===== config.mk =====
export PLATFORM = sky130hd
export DESIGN_NAME = flag_event_ctrl
export DESIGN_NICKNAME = d
export VERILOG_FILES = /design/src/rtl/flag_event_ctrl.sv
export SDC_FILE = /design/constraint.sdc
export NUM_CORES = 1
export LEC_CHECK = 0
export BUFFER_PORTS_ARGS = -buffer_cell sky130_fd_sc_hd__buf_2
export CAP_MARGIN = 20
export CORE_MARGIN = 2
export CORE_UTILIZATION = 40
export CTS_BUF_LIST = sky130_fd_sc_hd__clkbuf_4 sky130_fd_sc_hd__clkbuf_8
export DETAILED_ROUTE_END_ITERATION = 6
export PLACE_DENSITY = 0.67
export SYNTH_ARGS = -nofsm -noshare
export SYNTH_HDL_FRONTEND = slang
export SYNTH_SLANG_ARGS = --single-unit
export TNS_END_PERCENT = 100

===== constraint.sdc =====
create_clock -name clk -period 3 [get_ports clk]
set_clock_uncertainty 0.05 [all_clocks]
set_input_delay 0.6 -clock clk [delete_from_list [all_inputs] [get_ports clk]]
set_output_delay 0.6 -clock clk [all_outputs]
set_load 0.005 [all_outputs]

===== src/rtl/flag_event_ctrl.sv =====
// -----------------------------------------------------------------------------
// flag_event_ctrl
//   Destination-domain consumer of a synchronized flag. A flag high period that
//   lasts at least MIN_HIGH samples, and that began after a low sample taken
//   while enabled, becomes exactly one event. Events are queued in a saturating
//   pending counter. The queue is drained towards the SRAM-side controller over
//   a four-phase req/ack handshake. A request that sees no ack within
//   ACK_TIMEOUT cycles is abandoned.
//
// Ports
//   clk                  destination clock
//   rst_active_high      synchronous active-high reset
//   flag_in_active_high  synchronized flag
//   enable               1 = qualifier may arm; 0 = no new events
//   ack_in_active_high   acknowledge from SRAM controller
//   clr_sticky           1-cycle pulse clearing overflow/timeout stickies
//   req_out_active_high  request to SRAM controller
//   event_pulse          1-cycle strobe per qualified flag pulse
//   pending_cnt          events queued, not yet handshaken
//   busy                 handshake active or events pending
//   overflow_sticky      an event was dropped on a full queue
//   timeout_sticky       a request was abandoned on timeout
// -----------------------------------------------------------------------------
module flag_event_ctrl #(
  parameter int MIN_HIGH    = 2,
  parameter int CNT_W       = 4,
  parameter int ACK_TIMEOUT = 255,
  parameter int TO_W        = 8
) (
  input  logic             clk,
  input  logic             rst_active_high,
  input  logic             flag_in_active_high,
  input  logic             enable,
  input  logic             ack_in_active_high,
  input  logic             clr_sticky,
  output logic             req_out_active_high,
  output logic             event_pulse,
  output logic [CNT_W-1:0] pending_cnt,
  output logic             busy,
  output logic             overflow_sticky,
  output logic             timeout_sticky
);

  localparam int HC_W = $clog2(MIN_HIGH + 1);
  localparam logic [HC_W-1:0]  HC_MAX   = HC_W'(MIN_HIGH);
  localparam logic [HC_W-1:0]  HC_LAST  = HC_W'(MIN_HIGH - 1);
  localparam logic [TO_W-1:0]  TO_LAST  = TO_W'(ACK_TIMEOUT - 1);
  localparam logic [CNT_W-1:0] CNT_MAX  = {CNT_W{1'b1}};

  typedef enum logic [1:0] {
    IDLE      = 2'd0,
    REQ       = 2'd1,
    WAIT_DROP = 2'd2
  } state_t;

  state_t           state_reg, state_next;
  logic [HC_W-1:0]  hi_cnt_reg;
  logic             armed_reg;
  logic             event_pulse_reg;
  logic [CNT_W-1:0] pending_reg, pending_next;
  logic [TO_W-1:0]  to_cnt_reg;
  logic             overflow_reg, timeout_reg;

  logic fire;
  logic dec;
  logic overflow_set;
  logic timeout_set;
  logic to_expired;

  // ---------------------------------------------------------------------------
  // Qualifier. hi_cnt_reg holds the number of consecutive high samples taken
  // before the current one, so the current sample is number hi_cnt_reg+1.
  // The count saturates at MIN_HIGH: once fired the qualifier is disarmed
  // and further counting is irrelevant until the next low sample.
  // ---------------------------------------------------------------------------
  assign fire = armed_reg && enable && flag_in_active_high && (hi_cnt_reg == HC_LAST);

  always_ff @(posedge clk) begin
    if (rst_active_high) begin
      hi_cnt_reg      <= '0;
      armed_reg       <= 1'b0;
      event_pulse_reg <= 1'b0;
    end else begin
      event_pulse_reg <= fire;

      if (!flag_in_active_high) begin
        hi_cnt_reg <= '0;
      end else if (hi_cnt_reg != HC_MAX) begin
        hi_cnt_reg <= hi_cnt_reg + HC_W'(1);
      end

      // Arming needs a low sample under enable, so a flag that is already high
      // at reset release or at enable rise is ignored until it drops.
      if (!enable) begin
        armed_reg <= 1'b0;
      end else if (!flag_in_active_high) begin
        armed_reg <= 1'b1;
      end else if (fire) begin
        armed_reg <= 1'b0;
      end
    end
  end

  // ---------------------------------------------------------------------------
  // Handshake FSM
  // ---------------------------------------------------------------------------
  assign to_expired = (to_cnt_reg == TO_LAST);

  always_ff @(posedge clk) begin
    if (rst_active_high) begin
      state_reg  <= IDLE;
      to_cnt_reg <= '0;
    end else begin
      state_reg  <= state_next;
      // Held at zero outside REQ, so every REQ entry starts from a clean count.
      if (state_reg == REQ) begin
        to_cnt_reg <= to_cnt_reg + TO_W'(1);
      end else begin
        to_cnt_reg <= '0;
      end
    end
  end

  always_comb begin
    state_next  = state_reg;
    dec         = 1'b0;
    timeout_set = 1'b0;
    case (state_reg)
      IDLE: begin
        if (pending_reg != '0) begin
          state_next = REQ;
        end
      end
      REQ: begin
        // ack has priority over a timeout expiring in the same cycle.
        if (ack_in_active_high) begin
          dec        = 1'b1;
          state_next = WAIT_DROP;
        end else if (to_expired) begin
          dec         = 1'b1;
          timeout_set = 1'b1;
          state_next  = WAIT_DROP;
        end
      end
      WAIT_DROP: begin
        if (!ack_in_active_high) begin
          state_next = IDLE;
        end
      end
      default: begin
        state_next = IDLE;
      end
    endcase
  end

  // ---------------------------------------------------------------------------
  // Pending counter: saturating, increment and decrement cancel out.
  // A decrement implies the FSM left IDLE on a nonzero count, so it can never
  // underflow.
  // ---------------------------------------------------------------------------
  always_comb begin
    pending_next = pending_reg;
    overflow_set = 1'b0;
    case ({fire, dec})
      2'b10: begin
        if (pending_reg == CNT_MAX) begin
          overflow_set = 1'b1;
        end else begin
          pending_next = pending_reg + CNT_W'(1);
        end
      end
      2'b01:   pending_next = pending_reg - CNT_W'(1);
      default: pending_next = pending_reg;
    endcase
  end

  always_ff @(posedge clk) begin
    if (rst_active_high) begin
      pending_reg  <= '0;
      overflow_reg <= 1'b0;
      timeout_reg  <= 1'b0;
    end else begin
      pending_reg  <= pending_next;
      // A set condition coinciding with clr_sticky wins.
      overflow_reg <= overflow_set | (overflow_reg & ~clr_sticky);
      timeout_reg  <= timeout_set  | (timeout_reg  & ~clr_sticky);
    end
  end

  assign req_out_active_high = (state_reg == REQ);
  assign event_pulse         = event_pulse_reg;
  assign pending_cnt         = pending_reg;
  assign busy                = (state_reg != IDLE) || (pending_reg != '0);
  assign overflow_sticky     = overflow_reg;
  assign timeout_sticky      = timeout_reg;

endmodule


**Word level (Yosys, flattened, before mapping)**

Index checks and enable logic that the tools add are counted.

- Register bits: 20
- Input port bits: 6
- Memories kept: 0
- RAM bits: 0
- Word-level logic and storage cells: 62
- Latch bits: 0
- Bits in read-only memories: 0
- Output and inout bits: 9

- Muxes and demuxes: 16
- Shift operators: 0
- Equality and inequality tests: 13
- Reductions and logical operators: 13
- Magnitude comparators: 0
- Div/mod/pow operators: 0
- $add $sub $neg: 4
- Multiply operators: 0
- Bitwise logic cells: 8

Operator list:

| kind | number |
|---|---|
| two-way mux 1 bit | 9 |
| adder 8 x 1 -> 8 bit (second input constant) | 1 |
| equality test 8 bit (second input constant) | 1 |
| two-way mux 2 bit | 4 |
| inequality test 2 bit (second input constant) | 4 |
| one-hot mux 4 bit (2 select lines) | 1 |
| equality test 2 x 1 -> 1 bit (second input constant) | 3 |
| one-hot mux 2 bit (3 select lines) | 1 |
| OR reduction 2 bit | 3 |
| adder 4 x 1 -> 4 bit (second input constant) | 1 |
| equality test 2 bit (second input constant) | 2 |
| equality test 4 bit (second input constant) | 1 |
| two-way mux 4 bit | 1 |
| NOT 1 bit | 4 |
| nonzero test 2 bit | 2 |
| nonzero test 4 bit | 1 |
| subtractor 4 x 1 -> 4 bit (second input constant) | 1 |
| logical AND 1 bit | 3 |
| inequality test 3 x 2 -> 1 bit (second input constant) | 1 |
| AND reduction 3 bit | 1 |
| adder 2 x 1 -> 2 bit (second input constant) | 1 |
| bitwise AND 1 bit | 2 |
| zero test 2 bit | 1 |
| inequality test 2 x 1 -> 1 bit (second input constant) | 1 |
| other kinds (3) | 4 |

**Logic depth before layout (Yosys ltp)**

Gate-level depths: netlist of the first run.

- Depth in word-level cells: 7
- Mapped depth: 10
- Mapped depth without buffers: 10

**Worst setup path before layout of the first run**

OpenSTA, ideal clock, no wires.

- Path type: flip-flop to flip-flop
- Start point: reg to_cnt_reg[0]
- End point: reg pending_reg[2], in the netlist pending_cnt[2]
- Clock period less this slack: 2.321 ns
- Required time: 2.877 ns
- Data arrival time: 2.198 ns
- Slack: 0.679 ns
- Stages on the path, launching flop included: 11
- Library setup time: 0.073 ns
- Path buffers: 0
- Cells stage by stage: dfxtp_1 -> inv_1 -> ha_1 -> and3_1 -> a21oi_2 -> nor2_1 -> xor2_1 -> ha_1 -> or4_4 -> and3b_1 -> nor3_2

- Cells in the longest elaborated chain, start to end: 7
- Elaborated cells on any way between the ends: 10
- Those cells by class: eq/ne: 4; mux: 4; reduce/logical: 2

RTL lines:

| element | line | source |
|---|---|---|
| from (decl) | 61 | `logic [TO_W-1:0] to_cnt_reg;` |
| from (signal assigned) | 117 | `to_cnt_reg <= to_cnt_reg + TO_W'(1);` |
| equality test 8 bit (*) | 107 | `assign to_expired = (to_cnt_reg == TO_LAST);` |
| two-way mux 1 bit (*) | 139 | `end else if (to_expired) begin` |
| two-way mux 1 bit (*) | 136 | `if (ack_in_active_high) begin` |
| two-way mux 1 bit (*) | 128 | `case (state_reg)` |
| equality test 2 bit or equality test 2 x 1 -> 1 bit (tied branches) | 164 | `case ({fire, dec})` |
| inequality test 2 bit (no source line) or nonzero test 2 bit (tied branches) | -- |  |
| AND reduction 2 bit (no source line) | -- |  |
| to (signal assigned) | 183 | `pending_reg <= pending_next;` |
| to (decl) | 60 | `logic [CNT_W-1:0] pending_reg, pending_next;` |

Every way passes the cells marked *; elsewhere a longest branch is shown, timed or not.
A chain may end at the register's enable or synchronous reset.

**Worst setup path after layout of the first run**

Ends and elaborated chain as after synthesis.

==> results of run 1 <==
-- metrics by stage --
stage | utilization | setup slack [ns]
floorplan | - | 0.679
global placement | 0.462 | 0.585
detailed placement | 0.462 | 0.502
CTS | 0.485 | 0.478
global route | 0.485 | 0.323
finish | 0.485 | 0.502
-- power groups by stage --
| stage | clock network, uW | logic, uW | registers [uW] |
|---|---|---|---|
| 6_report | 213 | 134 | 318 |
| 5_1_grt | 234 | 152 | 325 |
| 4_1_cts | 223 | 135 | 319 |
| 3_5_place_dp | 0 | 135 | 325 |
| 3_3_place_gp | 0 | 130 | 323 |
| 2_1_floorplan | 0 | 93.5 | 319 |
-- worst reg2reg max path, cell delays in order (launching register included) --
cell,delay [ns]
dfxtp_1,0.43
inv_1,0.06
ha_1,0.19
and3_1,0.22
a21oi_2,0.20
nor2_1,0.09
xor2_1,0.16
ha_1,0.21
or4_4,0.51
and3b_1,0.19
nor3_2,0.13
-- synth_stat cells, types with 2 or more instances --
cell / count / area share
dfxtp_1: 20 / 0.42
nor2_1: 17 / 0.067
nand3_1: 7 / 0.037
xor2_1: 7 / 0.065
nand2_1: 6 / 0.024
ha_1: 5 / 0.066
a21oi_1: 4 / 0.021
inv_1: 4 / 0.016
nand2b_1: 4 / 0.026
and3_1: 3 / 0.020
and3b_1: 2 / 0.019
clkbuf_1: 2 / 0.0079
nand4_1: 2 / 0.013
nor2b_1: 2 / 0.013
xnor2_1: 2 / 0.019
-- cell type report --
class,count,area share
sequential,20,0.370
clock buffer,3,0.0208
timing repair buffer,14,0.0647
multi-input combinational,78,0.471
tap,28,0.0323
inverter,4,0.0139
clock inverter,1,0.0277
-- worst max-delay path by stage --
stage / slack (ns) / to / from / cells past startpoint
after global placement: 0.58 / pending_cnt[2] / to_cnt_reg[0] / 10
after floorplan: 0.68 / pending_cnt[2] / to_cnt_reg[0] / 10
after detailed placement: 0.50 / pending_cnt[2] / to_cnt_reg[0] / 10
after global routing: 0.32 / pending_cnt[2] / to_cnt_reg[0] / 10
final: 0.50 / pending_cnt[2] / to_cnt_reg[0] / 10
after CTS: 0.48 / pending_cnt[2] / to_cnt_reg[0] / 10
-- kinds of logic (layout without fill, tap and decap cells) --
logic type,count (synthesis),after routing,share of synthesized area
flops,20,20,0.423
mux,2,2,0.0225
buf+inv,8,22,0.0370
compound gates,11,11,0.0794
fa+ha+maj,5,5,0.0661
simple gates,51,51,0.288
xor+xnor,9,9,0.0833
-- routing by layer --
| metal | GRT usage | up-vias | routed length (microns) |
|---|---|---|---|
| met3 | 0.0343 | 2 | 49 |
| met2 | 0.202 | 11 | 729 |
| met4 | 0.0641 | 0 | 16 |
| li1 | - | 390 | - |
| met5 | 0 | - | 0 |
| met1 | 0.174 | 332 | 773 |
==> metrics.cfg, run 1 <==
[status]
status=complete, no violations

[sta]
period_needed_ns=2.50
drv_slew=0
fmax_mhz=400
finalSetupTns_ns=0
relSlewSlack=0.710
worst_pin_slew_ns=0.435
setup_viol=0
rsz0062_at_grt=false
post-route-period-util=0.833
hold_viol=0
holdWs_ns=0.425

[die]
rows=17
die_w_microns=52.6
die-area_sq_um=2770
initial_utilization=0.424
core_sq_um=2230
ioPinCount=15
dieHeight_microns=52.6

[synthesis]
syn_avg_cell_area_sq_um=8.92
netlist_instances=106
ys_async_sr_fraction=0
synth_edf_count=0
synth_top_flop_cell=dfxtp_1
synth_cell_types=34
ys_warn_count=0
syn_area_sq_um=946
ys_seq_elements=20
yosysSeqAreaShare=0.423
synth_nets=117

[layout]
final_common_cell=dfxtp_1
multi_input_comb_area_sq_um=510
fin_area_sq_um=1080
finalNonFillerCells=148
largest_register_ffs=8
register_area_sq_um=400
nNetsFinal=132
nFillCells=218
final_cell_mix=dfxtp_1, nor2_1, buf_2
diodes=0
synthToLayoutAreaGrowth_pct=14.6
drive_gt1_frac=0.175

[setup_path]
crit_path_frequent_cell=ha_1
end_kind=register
slowest_delay_ns=0.51
reg2reg_slack_ns=0.50
start_kind=register
cp.required_ns=3.17
crit_chain=inv_1 > ha_1 > and3_1 > a21oi_2 > nor2_1 > xor2_1 > ha_1 > or4_4 > and3b_1 > nor3_2
r2r-start=to_cnt_reg[0]
cpLargestDelayFamily=simple AND/OR/NAND/NOR gates
cp_max_fo=6
cp.buffers_inverters=1
critPathKind=reg2reg
r2r_end=pending_cnt[2]
rr_worst_depth=10
crit_slowest_cell=or4_4
critical_path_arrival_ns=2.67

[detailed_routing]
vias=735
drt_iter0_markers=1
drc=0
drtPass1Iterations=4
routedWlPerCell_microns=10.6
vias_per_cell=4.97
wl_mm=1.57
antenna_left=0

[power]
power_switching_uw=174
swShare=0.262
total_power_uw=665
power_leakage_uw=0.000466
powerDensity_nw_per_um2=614
clockPowerShare=0.321
internal-power_uw=491
power.share.combinational=0.201
pwr-share-seq=0.478
irDropWorstVdd_mv=0.446

[worst_hold_path]
hp-start=timeout_sticky
hold_end=timeout_sticky
hold_path.class=reg2reg
min_path_cells=2

[clock_network]
htree_levels=1
cts_buffer_depth=2
clock_latency_ns=0.29
post_cts_resized=0
cts_buffers=3
cts_hold_buf=0
cts_tree=yes
postCtsSetupBuffers=0
cts.sinks=20
cts_root_buf=clkbuf_4
clkTransAtPathRegs_ns=0.11

[grt]
grt_pass1_wl_mm=2.70
first_global_vias=636
gr-usage-all-layers=0.133
antenna_found_initial=0
gr-total-overflow=0
grt_max_degree=14

[place]
dp_hpwl_mm=1.24
dp.cells=144
routabilityCongestion=0.722
portBuffers=14
place_area_sq_um=1030

[flow_run]
max_cap_viol_count=0

(Power assumes the default switching activity.)
==> run 2, diff against run 1 <==
--- a/config.mk
+++ b/config.mk
@@ -5,13 +5,14 @@
 export SDC_FILE = /design/constraint.sdc
 export NUM_CORES = 1
 export LEC_CHECK = 0
+export ABC_AREA = 1
 export BUFFER_PORTS_ARGS = -buffer_cell sky130_fd_sc_hd__buf_2
 export CAP_MARGIN = 20
 export CORE_MARGIN = 2
 export CORE_UTILIZATION = 40
 export CTS_BUF_LIST = sky130_fd_sc_hd__clkbuf_4 sky130_fd_sc_hd__clkbuf_8
 export DETAILED_ROUTE_END_ITERATION = 6
-export PLACE_DENSITY = 0.67
+export PLACE_DENSITY = 0.69
 export SYNTH_ARGS = -nofsm -noshare
 export SYNTH_HDL_FRONTEND = slang
 export SYNTH_SLANG_ARGS = --single-unit
==> constraint.sdc (replaced) <==
create_clock -name clk -period 2.18 [get_ports clk]
set_clock_uncertainty 0.05 [all_clocks]
set_input_delay 0.436 -clock clk [delete_from_list [all_inputs] [get_ports clk]]
set_output_delay 0.436 -clock clk [all_outputs]
set_load 0.005 [all_outputs]
==> metrics.cfg, run 2 <==
[status]
status=complete, no violations  ; unchanged

[grt]
use_met1=0.187  ; was 0.174
antenna_found_initial=0  ; unchanged
met2_usage=0.245  ; was 0.202
gr-usage-all-layers=0.146  ; was 0.133
use_met3=0.0254  ; was 0.0343
grt_pass1_wl_mm=3.08  ; was 2.70 mm
grt-busiest-layer=met2  ; unchanged
gr-total-overflow=0  ; unchanged
first_global_vias=767  ; was 636
grt_max_degree=12  ; was 14

[synthesis]
synth_edf_count=0  ; unchanged
syn_area_sq_um=973  ; was 946 sq um
synth_top_flop_cell=dfxtp_1  ; unchanged
synth_top_area_frac=0.411  ; was 0.423
synth_nets=138  ; was 117
synthTopCellsByArea=dfxtp_1, nor2_1, inv_1, nand2_1, ha_1  ; was dfxtp_1, nor2_1, ha_1, xor2_1, nand3_1
ys_async_sr_fraction=0  ; unchanged
syn_avg_cell_area_sq_um=7.66  ; was 8.92 sq um
synth_cell_types=27  ; was 34
synth.largest_area_cell=dfxtp_1  ; unchanged
yosysSeqAreaShare=0.411  ; was 0.423
netlist_instances=127  ; was 106
ys_warn_count=0  ; unchanged
ys_seq_elements=20  ; unchanged
netlist_top_cells_count=dfxtp_1, nor2_1, inv_1, nand2_1, a21oi_1  ; was dfxtp_1, nor2_1, nand3_1, xor2_1, nand2_1

[power]
total_power_uw=960  ; was 665 uW
pwr-share-seq=0.462  ; was 0.478
swShare=0.345  ; was 0.262
power_switching_uw=331  ; was 174 uW
power_leakage_uw=0.000501  ; was 0.000466 uW
powerDensity_nw_per_um2=861  ; was 614 nW/um^2
irDropWorstVdd_mv=0.661  ; was 0.446 mV
internal-power_uw=629  ; was 491 uW
clockPowerShare=0.219  ; was 0.321
power.share.combinational=0.319  ; was 0.201

[worst_hold_path]
hold_path.class=in2reg  ; was reg2reg
min_path_cells=2  ; unchanged
hp-start=flag_in_active_high  ; was timeout_sticky

[clock_network]
cts_root_buf=clkbuf_4  ; unchanged
cts_tree=yes  ; unchanged
post_cts_resized=0  ; unchanged
clkTransAtPathRegs_ns=0.11  ; about the same
cts_buffers=3  ; unchanged
cts_hold_buf=0  ; unchanged
htree_levels=1  ; unchanged
cts.sinks=20  ; unchanged
cts_buffer_depth=2  ; unchanged
postCtsSetupBuffers=0  ; unchanged
clock_latency_ns=0.29  ; about the same

[layout]
final_cell_mix=nor2_1, dfxtp_1, inv_1, nand2_1, buf_2  ; was dfxtp_1, nor2_1, buf_2
nNetsFinal=157  ; was 132
largest_register_ffs=8  ; unchanged
drive_gt1_frac=0.221  ; was 0.175
diodes=0  ; unchanged
synthToLayoutAreaGrowth_pct=14.5  ; was 14.6%
postLayoutCoreUtil=0.494  ; was 0.485

[die]
core_sq_um=2250  ; was 2230 sq um
die-area_sq_um=2840  ; was 2770 sq um
dieHeight_microns=53.3  ; was 52.6 microns
ioPinCount=15  ; unchanged
die_w_microns=53.3  ; was 52.6 microns
rows=17  ; unchanged
initial_utilization=0.432  ; was 0.424

[setup_path]
start_kind=register  ; unchanged
cp_max_fo=3  ; was 6
end_kind=output port  ; was register
rr_worst_depth=14  ; was 10
critPathKind=reg2out  ; was reg2reg
slowest_delay_ns=0.36  ; was 0.51 ns
crit_chain=or2_2 > nor3_1 > inv_1 > buf_2  ; was inv_1 > ha_1 > and3_1 > a21oi_2 > nor2_1 > xor2_1 > ha_1 > or4_4 > and3b_1 > nor3_2
r2r-start=to_cnt_reg[0]  ; unchanged
crit_slowest_cell=dfxtp_1  ; was or4_4
crit_start=state_reg[1]  ; was to_cnt_reg[0]
cp.required_ns=1.69  ; was 3.17 ns
critical_path_arrival_ns=1.34  ; was 2.67 ns

[sta]
worst_slack_ns=0.353  ; was 0.502 ns
worst_pin_slew_ns=0.260  ; was 0.435 ns
period_needed_ns=1.83
rsz0062_at_grt=false  ; unchanged
finalSetupTns_ns=0  ; unchanged
relSlewSlack=0.826  ; was 0.710
post-route-period-util=0.838
setup_viol=0  ; unchanged
fmax_mhz=547
drv_slew=0  ; unchanged
hold_viol=0  ; unchanged

[detailed_routing]
drtPass1Iterations=4  ; unchanged
vias=830  ; was 735
drt_iter0_markers=7  ; was 1
vias_per_cell=4.80  ; was 4.97
wl_mm=1.70  ; was 1.57 mm
routedWlPerCell_microns=9.80  ; was 10.6 microns
antenna_left=0  ; unchanged
drc=0  ; unchanged

[place]
routabilityCongestion=0.850  ; was 0.722
place_ws_ns=0.430  ; was 0.502 ns
dp_hpwl_mm=1.35  ; was 1.24 mm
portBuffers=14  ; unchanged

[flow_run]
max_cap_viol_count=0  ; unchanged

[run 2: cell count changes in the layout (fill, tap and decap cells not counted), moves of 2 or more]
cell,change
nor2b_1,-2
and3_1,-3
xor2_1,-6
a21oi_1,+5
o21ai_1,+2
inv_1,+14
nand2_4,+2
nand2_2,+5
and3b_1,-2
nor2_1,+3
nand2b_1,-4
nand4_1,+3
nand2_1,+12
[run 2: cell families after synthesis]
group           share of synthesized area
simple gates                        0.350
compound gates                     0.0835
buf+inv                            0.0733
xor+xnor                           0.0180
flops                               0.411
fa+ha+maj                          0.0643
[run 2: area by class of cell]
| cell class | instances | area [sq um] |
|---|---|---|
| clock buffers | 4 | 36.3 |
| fillers | 229 | 1140 |
| inverters | 19 | 71.3 |
| multi-input cells | 88 | 502 |
| flip-flops and latches | 20 | 400 |
| well taps | 28 | 35.0 |
| repair buffers | 14 | 70.1 |
[run 2: power by group through the flow]
stage	logic (uW)	clock network (uW)	registers (uW)
after global routing	352	234	451
after floorplan	218	0	447
final	306	210	444
after global placement	297	0	450
after CTS	310	218	444
after detailed placement	304	0	452
[run 2: critical path: cells and delay by family, from the launching register on]
family	cells	cell delay, ns
simple gates	2	0.52
buf+inv	2	0.18
flops	1	0.36
[run 2: worst paths after layout]
kind | slack [ns] | end
worst max-delay path | 0.35 | busy
worst min-delay path | 0.30 | armed_reg
worst max register to register | 0.41 | pending_cnt[2]
worst min register to register | 0.43 | timeout_sticky
[run 2: per-layer routing]
layer | vias to the layer above | wire length [microns]
met5 | - | 0
met4 | 0 | 14
met3 | 2 | 69
met2 | 14 | 796
met1 | 368 | 814
li1 | 446 | -
[run 2: per-stage QoR]
step | cells | hold WS [ns] | cell area, sq um
after floorplan | 127 | 0.380 | 973
after global placement | 169 | 0.395 | 1080
after detailed placement | 169 | 0.416 | 1080
after CTS | 173 | 0.292 | 1110
after global routing | 173 | 0.299 | 1110
final | 173 | 0.296 | 1110
